File: src/rtl/fp_compare_unit.sv
// fp_compare_unit: 2-stage IEEE-754 compare/min/max pipeline with valid/ready handshakes and flush.
// Define FP_COMPARE_CLASSIFY_EN to add command 5 (Class of fpSrc1); otherwise command 5 is reserved.
module fp_compare_unit #(
   parameter int EXPONENT_WIDTH = 8,
   parameter int FRACTION_WIDTH = 23,
   localparam int WIDTH = 1 + EXPONENT_WIDTH + FRACTION_WIDTH,
   parameter int TAG_WIDTH = 5
) (
   input  logic                 clk,
   input  logic                 rst,
   input  logic                 flush,
   input  logic                 inValid,
   output logic                 inReady,
   input  logic [2:0]           command,
   input  logic [WIDTH-1:0]     fpSrc1,
   input  logic [WIDTH-1:0]     fpSrc2,
   input  logic [TAG_WIDTH-1:0] inTag,
   output logic                 outValid,
   input  logic                 outReady,
   output logic [31:0]          intResult,
   output logic [WIDTH-1:0]     fpResult,
   output logic [4:0]           flags,
   output logic [TAG_WIDTH-1:0] outTag
);
   localparam logic [WIDTH-1:0] QNAN = {1'b0, {EXPONENT_WIDTH{1'b1}}, 1'b1, {(FRACTION_WIDTH-1){1'b0}}};
   typedef struct packed {
      logic nan;
      logic snan;
      logic zero;
   } cls_t;
   typedef struct packed {
      logic [2:0]           cmd;
      logic [TAG_WIDTH-1:0] tag;
      logic [WIDTH-1:0]     a;
      logic [WIDTH-1:0]     b;
      cls_t                 ca;
      cls_t                 cb;
      logic                 eq_bits;
      logic                 mag_lt;
`ifdef FP_COMPARE_CLASSIFY_EN
      logic [9:0]           class_mask;
`endif
   } s1_t;
   function automatic cls_t classify(input logic [WIDTH-1:0] x);
      cls_t c;
      c.nan = (&x[WIDTH-2 -: EXPONENT_WIDTH]) && (|x[FRACTION_WIDTH-1:0]);
      c.snan = c.nan && !x[FRACTION_WIDTH-1];
      c.zero = ~|x[WIDTH-2:0];
      return c;
   endfunction
`ifdef FP_COMPARE_CLASSIFY_EN
   function automatic logic [9:0] class_of(input logic [WIDTH-1:0] x);
      logic s, e1, e0, f0;
      logic [3:0] idx;
      s = x[WIDTH-1];
      e1 = &x[WIDTH-2 -: EXPONENT_WIDTH];
      e0 = ~|x[WIDTH-2 -: EXPONENT_WIDTH];
      f0 = ~|x[FRACTION_WIDTH-1:0];
      idx = (e1 && !f0) ? (x[FRACTION_WIDTH-1] ? 4'd9 : 4'd8) :
            e1 ? (s ? 4'd0 : 4'd7) :
            (e0 && f0) ? (s ? 4'd3 : 4'd4) :
            e0 ? (s ? 4'd2 : 4'd5) : (s ? 4'd1 : 4'd6);
      return 10'd1 << idx;
   endfunction
`endif
   logic                 s1_valid_q, s1_valid_d, s2_valid_q, s2_valid_d;
   logic                 s1_ready, s2_ready;
   s1_t                  s1_q, s1_d;
   logic [31:0]          int_result_q, int_result_d;
   logic [WIDTH-1:0]     fp_result_q, fp_result_d;
   logic [4:0]           flags_q, flags_d;
   logic [TAG_WIDTH-1:0] out_tag_q, out_tag_d;
   logic                 sa, sb, any_nan, any_snan, both_zero, lt_ord, feq, flt, nv;
   assign s2_ready = !s2_valid_q || outReady;
   assign s1_ready = !s1_valid_q || s2_ready;
   assign inReady  = s1_ready;
   assign outValid  = s2_valid_q;
   assign intResult = int_result_q;
   assign fpResult  = fp_result_q;
   assign flags     = flags_q;
   assign outTag    = out_tag_q;
   always_comb begin
      s1_valid_d = flush ? 1'b0 : (s1_ready ? inValid : s1_valid_q);
      s1_d = s1_q;
      if (inValid && s1_ready) begin
         s1_d.cmd = command;
         s1_d.tag = inTag;
         s1_d.a = fpSrc1;
         s1_d.b = fpSrc2;
         s1_d.ca = classify(fpSrc1);
         s1_d.cb = classify(fpSrc2);
         s1_d.eq_bits = fpSrc1 == fpSrc2;
         s1_d.mag_lt = fpSrc1[WIDTH-2:0] < fpSrc2[WIDTH-2:0];
`ifdef FP_COMPARE_CLASSIFY_EN
         s1_d.class_mask = class_of(fpSrc1);
`endif
      end
   end
   // lt_ord is a total order where -0 < +0; plain Lt masks out the both-zero case.
   always_comb begin
      sa = s1_q.a[WIDTH-1];
      sb = s1_q.b[WIDTH-1];
      any_nan = s1_q.ca.nan || s1_q.cb.nan;
      any_snan = s1_q.ca.snan || s1_q.cb.snan;
      both_zero = s1_q.ca.zero && s1_q.cb.zero;
      lt_ord = (sa != sb) ? sa : (sa ? !(s1_q.mag_lt || s1_q.eq_bits) : s1_q.mag_lt);
      feq = !any_nan && (s1_q.eq_bits || both_zero);
      flt = !any_nan && !both_zero && lt_ord;
      nv = (s1_q.cmd == 3'd1 || s1_q.cmd == 3'd2) ? any_nan :
           (s1_q.cmd == 3'd0 || s1_q.cmd == 3'd3 || s1_q.cmd == 3'd4) ? any_snan : 1'b0;
      s2_valid_d = flush ? 1'b0 : (s2_ready ? s1_valid_q : s2_valid_q);
      int_result_d = int_result_q;
      fp_result_d = fp_result_q;
      flags_d = flags_q;
      out_tag_d = out_tag_q;
      if (s1_valid_q && s2_ready) begin
         int_result_d = {31'd0, s1_q.cmd == 3'd0 ? feq : s1_q.cmd == 3'd1 ? flt : s1_q.cmd == 3'd2 ? (feq || flt) : 1'b0};
`ifdef FP_COMPARE_CLASSIFY_EN
         if (s1_q.cmd == 3'd5) int_result_d = {22'd0, s1_q.class_mask};
`endif
         fp_result_d = (s1_q.cmd != 3'd3 && s1_q.cmd != 3'd4) ? '0 :
                       (s1_q.ca.nan && s1_q.cb.nan) ? QNAN :
                       s1_q.ca.nan ? s1_q.b :
                       s1_q.cb.nan ? s1_q.a :
                       (s1_q.cmd == 3'd3) ? ((lt_ord || s1_q.eq_bits) ? s1_q.a : s1_q.b) :
                       (lt_ord ? s1_q.b : s1_q.a);
         flags_d = {nv, 4'd0};
         out_tag_d = s1_q.tag;
      end
   end
   always_ff @(posedge clk or negedge rst) begin
      if (!rst) begin
         s1_valid_q <= 1'b0;
         s2_valid_q <= 1'b0;
         s1_q <= '0;
         int_result_q <= '0;
         fp_result_q <= '0;
         flags_q <= '0;
         out_tag_q <= '0;
      end else begin
         s1_valid_q <= s1_valid_d;
         s2_valid_q <= s2_valid_d;
         s1_q <= s1_d;
         int_result_q <= int_result_d;
         fp_result_q <= fp_result_d;
         flags_q <= flags_d;
         out_tag_q <= out_tag_d;
      end
   end
endmodule

File: config.mk
export PLATFORM = sky130hd
export DESIGN_NAME = fp_compare_unit
export DESIGN_NICKNAME = d
export VERILOG_FILES = /design/src/rtl/fp_compare_unit.sv
export SDC_FILE = /design/constraint.sdc
export NUM_CORES = 1
export LEC_CHECK = 0
export ABC_CLOCK_PERIOD_IN_PS = 2100
export CAP_MARGIN = 20
export CORE_MARGIN = 3
export CORE_UTILIZATION = 58
export DETAILED_ROUTE_END_ITERATION = 10
export DONT_BUFFER_PORTS = 1
export MAX_ROUTING_LAYER = met4
export PLACE_DENSITY_LB_ADDON = 0.1
export SLEW_MARGIN = 0
export SYNTH_ARGS = -nofsm -noshare
export SYNTH_HDL_FRONTEND = slang
export SYNTH_SLANG_ARGS = --single-unit
File: constraint.sdc
create_clock -name clk -period 2.1 [get_ports clk]
set_input_delay 0.42 -clock clk [delete_from_list [all_inputs] [get_ports clk]]
set_output_delay 0.42 -clock clk [all_outputs]
set_load 0.01 [all_outputs]
* Yosys cells after proc, flatten, opt, wreduce, memory -nomap -nowiden *
Cells that the tools add are included.

storage, ports and cells
  flip-flop bits (word level) = 121
  bits in latches = 0
  RAM bits = 0
  bits in read-only memories = 0
  memories kept = 0

operators by class
  add/sub/neg operators = 0
  multiply operators = 0
  divide/modulo/power cells = 0
  order comparisons = 1
  equality and inequality tests = 8
  shift-type cells = 0
  muxes and demuxes = 18
  bitwise logic cells = 0
  reductions and logical operators = 41

operators with widths
  kind                count
  $mux 32             7
  $reduce_or 31->1    2
  $reduce_or 23->1    2
  $eq 32x32->1        1
  $lt 31x31->1        1
  $reduce_and 8->1    2
  $logic_and 1x1->1   12
  $logic_or 1x1->1    11
  $mux 1              11
  $logic_not 1->1     9
  $eq 3x2->1 const B  2
  $reduce_bool 2->1   2
  $eq 3x1->1 const B  1
  $eq 3x3->1 const B  1
  $logic_not 3->1     1
  $ne 3x2->1 const B  1
  $ne 3x3->1 const B  1
  $ne 1x1->1          1

* Logic depth before layout (Yosys ltp) *
Gate-level depths: netlist of run 1.

  word-level depth = 11
  gate-level depth with buffers = 8
  gate-level depth less buffers = 7

* Worst setup path before layout of run 1 *
No wires, ideal clock.

  kind = flip-flop to flip-flop
  start point = register s1_q[71] (netlist name)
  end point = register fp_result_q[14], in the netlist fpResult[14]
  library setup time = 0.129 ns
  arrival = 1.913 ns
  data required time = 1.971 ns
  slack = 0.058 ns
  cell stages (with the launch flop) = 9
  buffers on the path = 2
  cells stage by stage = dfrtp_1 -> ha_1 -> o21bai_1 -> a21oi_2 -> mux2_4 -> buf_6 -> buf_6 -> o211ai_2 -> o211ai_2

on the way
  word-level cells in the longest chain between the ends = 9
  elaborated cells on any way between the ends = 11
  classes of those cells = 1 x eq/ne; 9 x mux; 1 x reduce/logical

ends and longest elaborated chain
  item                                  line  source
  from (decl)                           68    s1_t s1_q, s1_d;
  from (signal assigned)                135   s1_q <= '0;
  from (signal assigned)                143   s1_q <= s1_d;
  $mux 1 or $ne 1x1->1 (tied branches)  106   lt_ord = (sa != sb) ? sa : (sa ? !(s1_q.mag_lt || s1_q.eq_bits) : s1_q.mag_lt);
  $mux 1 (*)                            106
  $logic_or 1x1->1                      125   (s1_q.cmd == 3'd3) ? ((lt_ord || s1_q.eq_bits) ? s1_q.a : s1_q.b) :
  $mux 32                               125
  $mux 32 (*)                           125
  $mux 32 (*)                           124   s1_q.cb.nan ? s1_q.a :
  $mux 32 (*)                           123   s1_q.ca.nan ? s1_q.b :
  $mux 32 (*)                           122   (s1_q.ca.nan && s1_q.cb.nan) ? QNAN :
  $mux 32 (*)                           121   fp_result_d = (s1_q.cmd != 3'd3 && s1_q.cmd != 3'd4) ? '0 :
  to (signal assigned)                  145   fp_result_q <= fp_result_d;
  to (decl)                             70    logic [WIDTH-1:0] fp_result_q, fp_result_d;

Every way passes the cells marked *; elsewhere a longest branch is shown, timed or not.
A chain may end at the register's enable or synchronous reset.

* Worst setup path in the final report of run 1 *
  start point = register s1_q[71] (netlist name)
  end point = register fp_result_q[30], in the netlist fpResult[30]

Same word-level chain as after synthesis.

==> run_summary.xml, run 1 <==
<?xml version="1.0" encoding="UTF-8"?>
<metrics>
  <group name="clock_network">
    <metric name="htreeDepth" unit="">4</metric>
    <metric name="clock_tree_sinks" unit="">121</metric>
    <metric name="ctsLongestPathBuffers" unit="">2</metric>
    <metric name="cts_made_buffers" unit="">17</metric>
    <metric name="worstSkewPairLatency" unit="ps">410</metric>
    <metric name="ctsRootBufferMaster" unit="">clkbuf_16</metric>
    <metric name="tritoncts_clock_tree" unit="">built</metric>
    <metric name="clkSlewWorstSetupHoldPaths" unit="ps">50</metric>
  </group>
  <group name="detailed_routing">
    <metric name="detail_route.first_pass.iterations" unit="">6</metric>
    <metric name="vias_per_cell" unit="">5.980</metric>
    <metric name="drc_errors" unit="">0</metric>
    <metric name="detailedRoute.firstIterationViolations" unit="">329</metric>
    <metric name="drt_wl_total" unit="mm">15.74</metric>
    <metric name="num_vias" unit="">4754</metric>
    <metric name="ant_nets" unit="">0</metric>
    <metric name="drt-wirelength-per-cell" unit="um">19.79</metric>
  </group>
  <group name="power_and_ir_drop">
    <metric name="worst_ir_drop_vdd" unit="uV">575.8</metric>
    <metric name="cellPowerDensity" unit="mW/mm^2">891.8</metric>
    <metric name="leakagePower" unit="nW">3.259</metric>
    <metric name="design_power_total" unit="mW">6.371</metric>
  </group>
  <group name="floorplan">
    <metric name="design.core.area" unit="mm^2">0.01094</metric>
    <metric name="die-height" unit="um">112.1</metric>
    <metric name="fp.dieW" unit="um">112.1</metric>
    <metric name="num_rows" unit="">38</metric>
    <metric name="initial_utilization" unit="">0.5971</metric>
    <metric name="ioPinCount" unit="">153</metric>
    <metric name="dieArea" unit="mm^2">0.01257</metric>
  </group>
  <group name="yosys">
    <metric name="netlist_instances" unit="">640</metric>
    <metric name="synthesis.area_per_instance" unit="um^2">10.20</metric>
    <metric name="ys.warnings.count" unit="">0</metric>
    <metric name="synth_sequential_area_ratio" unit="">0.4637</metric>
    <metric name="yosys.cell_types.count" unit="">47</metric>
    <metric name="synth_async_sr_flop_share" unit="">1.000</metric>
    <metric name="synth-edff-count" unit="">0</metric>
    <metric name="synth-seq-cells" unit="">121</metric>
    <metric name="synth.cell_area" unit="mm^2">0.006530</metric>
    <metric name="postSynth.topFlopCell" unit="">dfrtp_1</metric>
  </group>
  <group name="sta">
    <metric name="finalClockSkew" unit="ps">9.602</metric>
    <metric name="setup_repair_after_global_routing_missed_its_margin" unit="">true</metric>
    <metric name="layout_setup_ws" unit="ps">50.80</metric>
    <metric name="timing.fmax" unit="GHz">0.4880</metric>
    <metric name="finalCriticalPeriod" unit="ps">2049</metric>
    <metric name="final.setup.tns" unit="ps">0</metric>
    <metric name="report.final.setup_viol" unit="">0</metric>
    <metric name="drv_slew" unit="">0</metric>
    <metric name="hold_slack" unit="ps">-295.9</metric>
    <metric name="timing_hold_violations_final" unit="">121</metric>
    <metric name="fin_crit_sh" unit="">0.9758</metric>
  </group>
  <group name="layout">
    <metric name="num-nets-final" unit="">754</metric>
    <metric name="insertedDiodeCount" unit="">0</metric>
    <metric name="final_area" unit="mm^2">0.007144</metric>
    <metric name="layout-drive-gt1-share" unit="">0.2015</metric>
    <metric name="layout.core_utilization" unit="">0.6533</metric>
    <metric name="area_growth" unit="%">9.408</metric>
    <metric name="finish.cell_count_without_fillers" unit="">795</metric>
    <metric name="num-fill-cells" unit="">868</metric>
  </group>
  <group name="placed_design">
    <metric name="dpl-instance-area" unit="mm^2">0.006559</metric>
    <metric name="detailedPlace.worstSlack" unit="ps">-28.64</metric>
    <metric name="post-place-cells" unit="">763</metric>
    <metric name="post-dp-hpwl" unit="mm">10.93</metric>
    <metric name="place_congestion" unit="">0.8781</metric>
    <metric name="numPortBuffers" unit="">0</metric>
  </group>
  <group name="setup_path">
    <metric name="start_kind" unit="">flop</metric>
    <metric name="cp_max_fo" unit="">17</metric>
    <metric name="crit_chain" unit="">ha_4 -&gt; buf_6 -&gt; nor3b_4 -&gt; a21oi_2 -&gt; mux2_4 -&gt; buf_6 -&gt; nor3b_1 -&gt; o31ai_1</metric>
    <metric name="slowest_stage" unit="">dfrtp_1</metric>
    <metric name="critical_path_required" unit="ps">2410</metric>
    <metric name="worstSetupPathType" unit="">reg2reg</metric>
    <metric name="largest_stage_delay_worst_path" unit="ps">410</metric>
    <metric name="rr_startpoint" unit="">s1_q[71]</metric>
    <metric name="worstSetupEndpointType" unit="">flop</metric>
    <metric name="cp_data_arrival_time" unit="ps">2360</metric>
    <metric name="timing.critical_path.from" unit="">s1_q[71]</metric>
    <metric name="timing.critical_path.mode_cell" unit="">buf_6</metric>
  </group>
  <group name="global_route">
    <metric name="maximum_number_of_pins_on_one_net_before_global_route_repair" unit="">122</metric>
    <metric name="grt_util_all_layers" unit="">0.2605</metric>
    <metric name="antenna_violations_before_repair" unit="">0</metric>
    <metric name="grt_pass1_vias" unit="">4822</metric>
    <metric name="wire_length_of_the_first_global_routing_pass" unit="mm">25.06</metric>
    <metric name="grt-ovfl-total" unit="">0</metric>
  </group>
  <group name="status">
    <metric name="outcome" unit="">complete, but fails checks</metric>
    <metric name="violations" unit="">hold timing</metric>
  </group>
  <group name="min_path">
    <metric name="holdCritPathClass" unit="">in2async</metric>
  </group>
  <group name="job">
    <metric name="maxCapViolations" unit="">0</metric>
  </group>
</metrics>
## synthesized netlist by cell type, types with 15 or more instances
cell type	number	area (um^2)
nand2_1	106	397.9
inv_1	37	138.9
buf_4	38	285.3
o211ai_1	15	112.6
nor4_1	15	93.84
nor3_1	15	75.07
ha_1	32	400.4
o21ai_0	53	265.3
dfrtp_1	121	3028
a21oi_1	20	100.1
o211ai_2	30	375.4
mux2_2	47	529.3
## where the power goes
group	leakage (nW)	internal [mW]	switching, mW
clock network	0.262	1.64	0.961
registers	1.51	2.60	0.246
logic	1.48	0.414	0.510
total	3.26	4.65	1.72
## cell type report
class | count | area, um^2 | share of cell area
Multi-Input combinational cell | 447 | 3077 | 0.4306
Tap cell | 140 | 175.2 | 0.02452
Timing Repair Buffer | 21 | 201.4 | 0.02820
Clock buffer | 26 | 509.2 | 0.07128
Sequential cell | 121 | 3028 | 0.4238
Inverter | 37 | 138.9 | 0.01944
Clock inverter | 3 | 15.01 | 0.002102
## worst max-delay path, delay by kind of cell (launching register included)
family / cells / cell delay (ps)
compound gates: 2 / 300
fa+ha+maj: 1 / 260
buf+inv: 2 / 290
flops: 1 / 410
mux: 1 / 350
simple gates: 2 / 330
## worst paths after layout
check | to | slack, ps | cells past startpoint
min | fpResult[25] | -300 | 0
min in group clk | s1_valid_q | 70 | 1
min reg2reg | s1_q[40] | 480 | 2
max | fpResult[30] | 50 | 8
max reg2reg | fpResult[30] | 50 | 8
max in group asynchronous | fpResult[8] | 2230 | 0
## registers in the layout, summed over array words and instances, names as in the netlist
register and cells:
intResult 1, outTag 5, s1_q 80, fpResult 32
flags 1, outValid 1, s1_valid_q 1
## cell usage in the layout (no fill, tap or decap), types with 2 or more instances in the layout
| cell | synthesis | routed |
|---|---|---|
| dfrtp_1 | 121 | 121 |
| nand2_1 | 106 | 105 |
| o21ai_0 | 53 | 53 |
| mux2_2 | 47 | 47 |
| inv_1 | 37 | 37 |
| conb_1 | 1 | 35 |
| ha_1 | 32 | 31 |
| o211ai_2 | 30 | 30 |
| a21oi_1 | 20 | 20 |
| clkbuf_16 | 0 | 17 |
| nor3_1 | 15 | 15 |
| o211ai_1 | 15 | 15 |
| nor4_1 | 15 | 15 |
| buf_4 | 38 | 15 |
| nand4_1 | 12 | 12 |
| nor2_1 | 8 | 8 |
| nor3b_1 | 8 | 8 |
| o31ai_1 | 8 | 8 |
| nand3_1 | 7 | 7 |
| clkbuf_8 | 0 | 5 |
| clkbuf_1 | 11 | 4 |
| a21o_1 | 3 | 3 |
| clkinv_2 | 0 | 3 |
| buf_6 | 4 | 3 |
| nand3b_1 | 2 | 2 |
| nand2b_1 | 2 | 2 |
| a22oi_1 | 2 | 2 |
| or3_1 | 2 | 2 |
| or2_4 | 1 | 2 |
| or4_1 | 2 | 2 |
| xor2_1 | 2 | 2 |
| a211oi_1 | 2 | 2 |
| o22ai_1 | 2 | 2 |
| buf_12 | 0 | 2 |
## cell families after synthesis
kind of cell	Yosys count	share of synthesized area
other	1	0.0005743
DFF	121	0.4637
xor gates and xnor gates	2	0.002683
adders and majority gates	32	0.06131
buffers and inverters	107	0.09005
and+or+nand+nor	182	0.1311
AOI/OAI and AO/OA	146	0.1657
muxes	49	0.08488
## repair_timing
item,4_1_cts,5_1_grt
pin swaps,5,7
gates cloned,0,1
setup buffers,1,1
gates resized for setup,0,8
endpoints found under the setup margin,29,31
endpoints found under the hold margin,121,121
## layer usage
layer	track usage	up-vias	share of wire
met5	-	-	0
met4	0.1050	0	0.026
met3	0.07817	31	0.065
met2	0.3878	170	0.47
met1	0.3357	2340	0.44
li1	-	2213	-
(Power assumes the default switching activity.)
==> run 2, diff against run 1 <==
ABC_CLOCK_PERIOD_IN_PS = 2200   (was 2100)
CORE_UTILIZATION = 64   (was 58)
PLACE_DENSITY = 0.85   (was not set)
PLACE_DENSITY_LB_ADDON = not set   (was 0.1)
clock period = 2.2 ns   (was 2.1 ns; I/O delays follow)
==> run 2 against run 1 <==
Net effect: power increased by 3.4%; via count grew 7.0%; highest routed layer unchanged; die area shrank 8.9%; maximum frequency fell by 4.6%; clock skew down 5.7 ps; design area increased by 1.4%; non-clock buffer count unchanged; sequential share of layout area decreased by 0.59 points; utilization up 8.1 points; the flow still finishes with violations (hold timing); flip-flop and latch count is the same.
==> run_summary.xml, run 2 (synthesized netlist as in run 1, its figures left out) <==
<?xml version="1.0" encoding="UTF-8"?>
<metrics>
  <group name="job">
    <metric name="maxCapViolations" unit="">0</metric>
  </group>
  <group name="status">
    <metric name="violations" unit="">hold timing</metric>
    <metric name="outcome" unit="">complete, but fails checks</metric>
  </group>
  <group name="global_route">
    <metric name="gr-usage-met1" unit="">0.3473</metric>
    <metric name="global_route.usage.met2" unit="">0.4879</metric>
    <metric name="maximum_number_of_pins_on_one_net_before_global_route_repair" unit="">122</metric>
    <metric name="antenna_violations_before_repair" unit="">0</metric>
    <metric name="wire_length_of_the_first_global_routing_pass" unit="mm">26.02</metric>
    <metric name="gr-max-usage-layer" unit="">met2</metric>
    <metric name="grt-ovfl-total" unit="">0</metric>
    <metric name="groute.layer.met3.usage" unit="">0.1096</metric>
    <metric name="grt_util_all_layers" unit="">0.3053</metric>
    <metric name="grt_pass1_vias" unit="">5155</metric>
  </group>
  <group name="layout">
    <metric name="final_cell_mix" unit="">dfrtp_1, nand2_1, o21ai_0</metric>
    <metric name="layout-drive-gt1-share" unit="">0.2088</metric>
    <metric name="largest_register" unit="">s1_q</metric>
    <metric name="finish.cell_count_without_fillers" unit="">789</metric>
    <metric name="insertedDiodeCount" unit="">0</metric>
    <metric name="num-nets-final" unit="">753</metric>
    <metric name="final_common_cell" unit="">dfrtp_1</metric>
    <metric name="largest_reg_flops" unit="">80</metric>
    <metric name="area_growth" unit="%">10.94</metric>
  </group>
  <group name="power_and_ir_drop">
    <metric name="clkPwrFrac" unit="">0.444</metric>
    <metric name="cellPowerDensity" unit="mW/mm^2">909.5</metric>
    <metric name="leakagePower" unit="nW">3.303</metric>
    <metric name="pwr-share-comb" unit="">0.142</metric>
    <metric name="p_int" unit="mW">4.818</metric>
    <metric name="swShare" unit="">0.2688</metric>
    <metric name="switching_power" unit="mW">1.771</metric>
    <metric name="share_seq_of_total_power" unit="">0.415</metric>
    <metric name="worst_ir_drop_vdd" unit="uV">652.6</metric>
  </group>
  <group name="setup_path">
    <metric name="number_of_buffer_and_inverter_stages_on_the_critical_path" unit="">1</metric>
    <metric name="cp_max_fo" unit="">10</metric>
    <metric name="slowest_stage" unit="">dfrtp_1</metric>
    <metric name="start_kind" unit="">flop</metric>
    <metric name="worstSetupEndpointType" unit="">flop</metric>
    <metric name="cp_top_delay_family" unit="">compound AO/OA/AOI/OAI gates</metric>
    <metric name="worstSetupPathType" unit="">reg2reg</metric>
    <metric name="cp_data_arrival_time" unit="ps">2570</metric>
    <metric name="critical_path_required" unit="ps">2620</metric>
    <metric name="crit_chain" unit="">ha_4 -&gt; o21bai_1 -&gt; a21oi_2 -&gt; mux2_4 -&gt; buf_12 -&gt; nor3b_1 -&gt; o31ai_1</metric>
    <metric name="largest_stage_delay_worst_path" unit="ps">420</metric>
  </group>
  <group name="sta">
    <metric name="layout_setup_ws" unit="ps">52.48</metric>
    <metric name="finalCriticalPeriod" unit="ps">2148</metric>
    <metric name="fin_crit_sh" unit="">0.9761</metric>
    <metric name="drv_slew" unit="">0</metric>
    <metric name="finalClockSkew" unit="ps">3.901</metric>
    <metric name="hold_slack" unit="ps">-395.8</metric>
    <metric name="timing.max_slew.rel_slack" unit="">0.5222</metric>
    <metric name="timing.fmax" unit="GHz">0.4657</metric>
    <metric name="worst_slew_pin_slew" unit="ps">715.0</metric>
    <metric name="timing_hold_violations_final" unit="">121</metric>
    <metric name="report.final.setup_viol" unit="">0</metric>
  </group>
  <group name="clock_network">
    <metric name="cts_made_buffers" unit="">17</metric>
    <metric name="clock_tree_sinks" unit="">121</metric>
    <metric name="ctsLongestPathBuffers" unit="">2</metric>
    <metric name="cts_hold_repair.buffers" unit="">1</metric>
    <metric name="ctsRootBufferMaster" unit="">clkbuf_8</metric>
    <metric name="tritoncts_clock_tree" unit="">built</metric>
    <metric name="worstSkewPairLatency" unit="ps">530</metric>
    <metric name="htreeDepth" unit="">4</metric>
    <metric name="clkSlewWorstSetupHoldPaths" unit="ps">60</metric>
  </group>
  <group name="floorplan">
    <metric name="die-height" unit="um">107.0</metric>
    <metric name="dieArea" unit="mm^2">0.01145</metric>
    <metric name="fp.dieW" unit="um">107.0</metric>
    <metric name="ioPinCount" unit="">153</metric>
    <metric name="initial_utilization" unit="">0.6620</metric>
    <metric name="num_rows" unit="">36</metric>
    <metric name="design.core.area" unit="mm^2">0.009864</metric>
  </group>
  <group name="detailed_routing">
    <metric name="vias_per_cell" unit="">6.446</metric>
    <metric name="detail_route.first_pass.iterations" unit="">5</metric>
    <metric name="drt-wirelength-per-cell" unit="um">21.67</metric>
    <metric name="num_vias" unit="">5086</metric>
    <metric name="drc_errors" unit="">0</metric>
    <metric name="detailedRoute.firstIterationViolations" unit="">542</metric>
    <metric name="ant_nets" unit="">0</metric>
    <metric name="drt_wl_total" unit="mm">17.10</metric>
  </group>
  <group name="placed_design">
    <metric name="post-dp-hpwl" unit="mm">11.15</metric>
    <metric name="post-place-cells" unit="">752</metric>
    <metric name="place_congestion" unit="">0.9025</metric>
    <metric name="detailedPlace.worstSlack" unit="ps">2.039</metric>
    <metric name="numPortBuffers" unit="">0</metric>
  </group>
  <group name="min_path">
    <metric name="holdCritPathClass" unit="">in2async</metric>
  </group>
</metrics>
==> run 2: changes by cell type in the layout (fill, tap and decap cells not counted), moves of 2 or more <==
| cell | previous run | this run |
|---|---|---|
| bufinv_16 | 0 | 4 |
| clkbuf_1 | 4 | 0 |
| buf_6 | 3 | 0 |
| clkinv_4 | 0 | 2 |
==> run 2: metrics by stage <==
stage | instance area (um^2) | setup TNS, ps | total power [mW] | hold slack, ps | util
floorplan | 6658 | 0 | 3.423 | 144.4 | -
global placement | 6520 | 0 | 3.506 | 148.7 | 0.6610
detailed placement | 6520 | 0 | 3.571 | 149.3 | 0.6610
CTS | 7167 | 0 | 6.511 | -412.0 | 0.7265
global route | 7244 | -26.94 | 6.830 | -417.6 | 0.7344
finish | 7244 | 0 | 6.589 | -395.8 | 0.7344
==> run 2: area by class of cell <==
| type | count | area, um^2 |
|---|---|---|
| repair buffers | 21 | 220.2 |
| inverters | 37 | 138.9 |
| multi-input cells | 446 | 3067 |
| clock buffers | 20 | 455.4 |
| fillers | 647 | 2620 |
| clock inverters | 11 | 168.9 |
| well taps | 133 | 166.4 |
| flip-flops and latches | 121 | 3028 |
==> run 2: power groups by stage <==
| stage | clock network, mW | registers (mW) | logic [mW] |
|---|---|---|---|
| 2_1_floorplan | 0 | 2.69 | 0.731 |
| 3_3_place_gp | 0 | 2.74 | 0.762 |
| 3_5_place_dp | 0 | 2.76 | 0.810 |
| 4_1_cts | 2.94 | 2.73 | 0.841 |
| 5_1_grt | 3.05 | 2.76 | 1.02 |
| 6_report | 2.92 | 2.73 | 0.934 |
==> run 2: layer usage <==
layer	up-vias	share of wire	wire length, um
li1	2215	-	-
met3	78	0.11	1885
met5	-	0	0
met2	342	0.49	8340
met4	0	0.044	757
met1	2451	0.36	6116
==> run 2: worst paths after layout <==
kind	start	to	cells after the start	slack, ps
max	s1_q[71]	fpResult[25]	7	50
min	rst	s1_q[59]	0	-400
max reg2reg	s1_q[71]	fpResult[25]	7	50
min reg2reg	s1_q[19]	s1_q[19]	2	480
max in group asynchronous	rst	s1_q[37]	0	2430
min in group clk	fpSrc2[22]	s1_q[3]	1	20
==> run 2: timing repair <==
action,in CTS,in global routing
pin swaps,2,3
endpoints found under the setup margin,5,10
buffers inserted,1,2
gates resized for setup,1,1
gates cloned,0,2
hold endpoints to repair,123,121
==> run 3, diff against run 2 <==
==> constraint.sdc (replaced) <==
create_clock -name clk -period 2.2 [get_ports clk]
set_input_delay 0.44 -clock clk [delete_from_list [all_inputs] [get_ports clk]]
set_output_delay 0.44 -clock clk [all_outputs]
set_load 0.005 [all_outputs]
==> run 3 against run 2 <==
Net effect: the flow still finishes with violations (hold timing); die area unchanged; combinational power shrank 11%; cell count is 0.51% lower; utilization shrank 1.6 points; via count is 2.0% lower; maximum frequency up 2.3%; flip-flop and latch count unchanged; sequential power is 2% lower; critical path depth fell by 1; critical path type unchanged; largest cell class unchanged.
==> run_summary.xml, run 3 (synthesized netlist as in run 1, its figures left out) <==
<?xml version="1.0" encoding="UTF-8"?>
<metrics>
  <group name="global_route">
    <metric name="grt_pass1_vias" unit="">5002</metric>
    <metric name="antenna_violations_before_repair" unit="">0</metric>
    <metric name="maximum_number_of_pins_on_one_net_before_global_route_repair" unit="">122</metric>
    <metric name="grt-ovfl-total" unit="">0</metric>
    <metric name="wire_length_of_the_first_global_routing_pass" unit="mm">24.74</metric>
    <metric name="grt_util_all_layers" unit="">0.2908</metric>
  </group>
  <group name="detailed_routing">
    <metric name="drt-wirelength-per-cell" unit="um">20.27</metric>
    <metric name="num_vias" unit="">4982</metric>
    <metric name="detailedRoute.firstIterationViolations" unit="">479</metric>
    <metric name="detail_route.first_pass.iterations" unit="">5</metric>
    <metric name="vias_per_cell" unit="">6.346</metric>
    <metric name="drt_wl_total" unit="mm">15.91</metric>
    <metric name="ant_nets" unit="">0</metric>
    <metric name="drc_errors" unit="">0</metric>
  </group>
  <group name="status">
    <metric name="outcome" unit="">complete, but fails checks</metric>
    <metric name="violations" unit="">hold timing</metric>
  </group>
  <group name="sta">
    <metric name="timing.fmax" unit="GHz">0.4766</metric>
    <metric name="fin_crit_sh" unit="">0.9538</metric>
    <metric name="worst_slew_pin_slew" unit="ps">653.9</metric>
    <metric name="setup_repair_after_global_routing_missed_its_margin" unit="">false</metric>
    <metric name="final.setup.tns" unit="ps">0</metric>
    <metric name="finalClockSkew" unit="ps">6.849</metric>
    <metric name="layout_setup_ws" unit="ps">101.6</metric>
    <metric name="timing.max_slew.rel_slack" unit="">0.5630</metric>
    <metric name="drv_slew" unit="">0</metric>
    <metric name="timing_hold_violations_final" unit="">121</metric>
    <metric name="finalCriticalPeriod" unit="ps">2098</metric>
    <metric name="hold_slack" unit="ps">-394.8</metric>
    <metric name="report.final.setup_viol" unit="">0</metric>
  </group>
  <group name="layout">
    <metric name="largest_reg_flops" unit="">80</metric>
    <metric name="final_common_cell" unit="">dfrtp_1</metric>
    <metric name="num-nets-final" unit="">750</metric>
    <metric name="num-fill-cells" unit="">673</metric>
    <metric name="layout.core_utilization" unit="">0.7185</metric>
    <metric name="final_area" unit="mm^2">0.007088</metric>
    <metric name="finish.cell_count_without_fillers" unit="">785</metric>
    <metric name="largest_register" unit="">s1_q</metric>
    <metric name="final_cell_mix" unit="">dfrtp_1, nand2_1, o21ai_0</metric>
    <metric name="area_growth" unit="%">8.546</metric>
    <metric name="layout-drive-gt1-share" unit="">0.1994</metric>
    <metric name="insertedDiodeCount" unit="">0</metric>
  </group>
  <group name="setup_path">
    <metric name="cp_top_delay_family" unit="">compound AO/OA/AOI/OAI gates</metric>
    <metric name="cp_max_fo" unit="">22</metric>
    <metric name="largest_stage_delay_worst_path" unit="ps">410</metric>
    <metric name="start_kind" unit="">flop</metric>
    <metric name="worstSetupEndpointType" unit="">flop</metric>
    <metric name="slowest_stage" unit="">dfrtp_1</metric>
    <metric name="number_of_buffer_and_inverter_stages_on_the_critical_path" unit="">0</metric>
    <metric name="cp_data_arrival_time" unit="ps">2550</metric>
    <metric name="worstSetupPathType" unit="">reg2reg</metric>
    <metric name="critical_path_required" unit="ps">2650</metric>
    <metric name="crit_chain" unit="">ha_4 -&gt; o21bai_1 -&gt; a21oi_2 -&gt; mux2_4 -&gt; or2_4 -&gt; o211ai_2</metric>
  </group>
  <group name="floorplan">
    <metric name="ioPinCount" unit="">153</metric>
    <metric name="fp.dieW" unit="um">107.0</metric>
    <metric name="num_rows" unit="">36</metric>
    <metric name="die-height" unit="um">107.0</metric>
    <metric name="design.core.area" unit="mm^2">0.009864</metric>
    <metric name="initial_utilization" unit="">0.6620</metric>
    <metric name="dieArea" unit="mm^2">0.01145</metric>
  </group>
  <group name="clock_network">
    <metric name="clock_tree_sinks" unit="">121</metric>
    <metric name="ctsRootBufferMaster" unit="">clkbuf_8</metric>
    <metric name="cts_made_buffers" unit="">17</metric>
    <metric name="tritoncts_clock_tree" unit="">built</metric>
    <metric name="ctsLongestPathBuffers" unit="">2</metric>
    <metric name="cts_hold_repair.buffers" unit="">1</metric>
    <metric name="worstSkewPairLatency" unit="ps">530</metric>
    <metric name="htreeDepth" unit="">4</metric>
    <metric name="clkSlewWorstSetupHoldPaths" unit="ps">60</metric>
  </group>
  <group name="placed_design">
    <metric name="post-place-cells" unit="">753</metric>
    <metric name="detailedPlace.worstSlack" unit="ps">-0.3488</metric>
    <metric name="dpl-instance-area" unit="mm^2">0.006515</metric>
    <metric name="place_congestion" unit="">0.8742</metric>
    <metric name="numPortBuffers" unit="">0</metric>
    <metric name="post-dp-hpwl" unit="mm">11.04</metric>
  </group>
  <group name="power_and_ir_drop">
    <metric name="cellPowerDensity" unit="mW/mm^2">851.9</metric>
    <metric name="leakagePower" unit="nW">3.225</metric>
    <metric name="worst_ir_drop_vdd" unit="uV">680.3</metric>
  </group>
  <group name="min_path">
    <metric name="holdCritPathClass" unit="">in2async</metric>
  </group>
  <group name="job">
    <metric name="maxCapViolations" unit="">0</metric>
  </group>
</metrics>
-- run 3: cell type report --
cell class / count / area [um^2] / area share
clock buffer: 22 / 462.9 / 0.06531
clock inverter: 8 / 72.57 / 0.01024
inverter: 37 / 138.9 / 0.01959
multi-input combinational: 446 / 3062 / 0.4320
sequential: 121 / 3028 / 0.4272
tap: 133 / 166.4 / 0.02348
timing repair buffer: 18 / 157.7 / 0.02224
-- run 3: worst register-to-register path, stage by stage (launching register included) --
cell      delay [ps]
dfrtp_1          410
ha_4             260
o21bai_1         180
a21oi_2          200
mux2_4           340
or2_4            390
o211ai_2         240
-- run 3: what timing repair did --
| item | in CTS | in global routing |
|---|---|---|
| setup endpoints to repair | 6 | 15 |
| pin swaps | 1 | 3 |
| hold endpoints to repair | 123 | 121 |
| setup buffers | 1 | 0 |
| resized for setup | 0 | 3 |
-- run 3: per-layer routing --
metal | up-vias | global-route usage | routed length (um)
met2 | 278 | 0.4627 | 7814
met5 | - | - | 0
met4 | 0 | 0.1370 | 515
met1 | 2457 | 0.3349 | 6031
li1 | 2199 | - | -
met3 | 48 | 0.09573 | 1550
-- run 3: worst paths after layout --
kind,from,end,slack [ps],cells after the start
hold / removal,rst,fpResult[24],-390,0
setup / recovery,s1_q[39],fpResult[13],100,6
hold reg to reg,s1_q[40],s1_q[40],480,2
setup reg to reg,s1_q[39],fpResult[13],100,6
max in group asynchronous,rst,fpResult[7],2480,0
min in group clk,fpSrc1[22],s1_q[6],20,1
-- run 3: power breakdown --
part	internal (mW)	switching (mW)	leakage, nW	total (mW)
sequential	2.48	0.198	1.51	2.68
clock	1.56	0.959	0.259	2.52
combinational	0.364	0.470	1.45	0.834
-- run 3: through the flow --
stage / hold slack (ps) / power, mW
6_report: -394.8 / 6.038
3_3_place_gp: 148.7 / 3.445
3_5_place_dp: 148.7 / 3.509
4_1_cts: -408.0 / 6.028
5_1_grt: -415.5 / 6.288
2_1_floorplan: 144.4 / 3.364
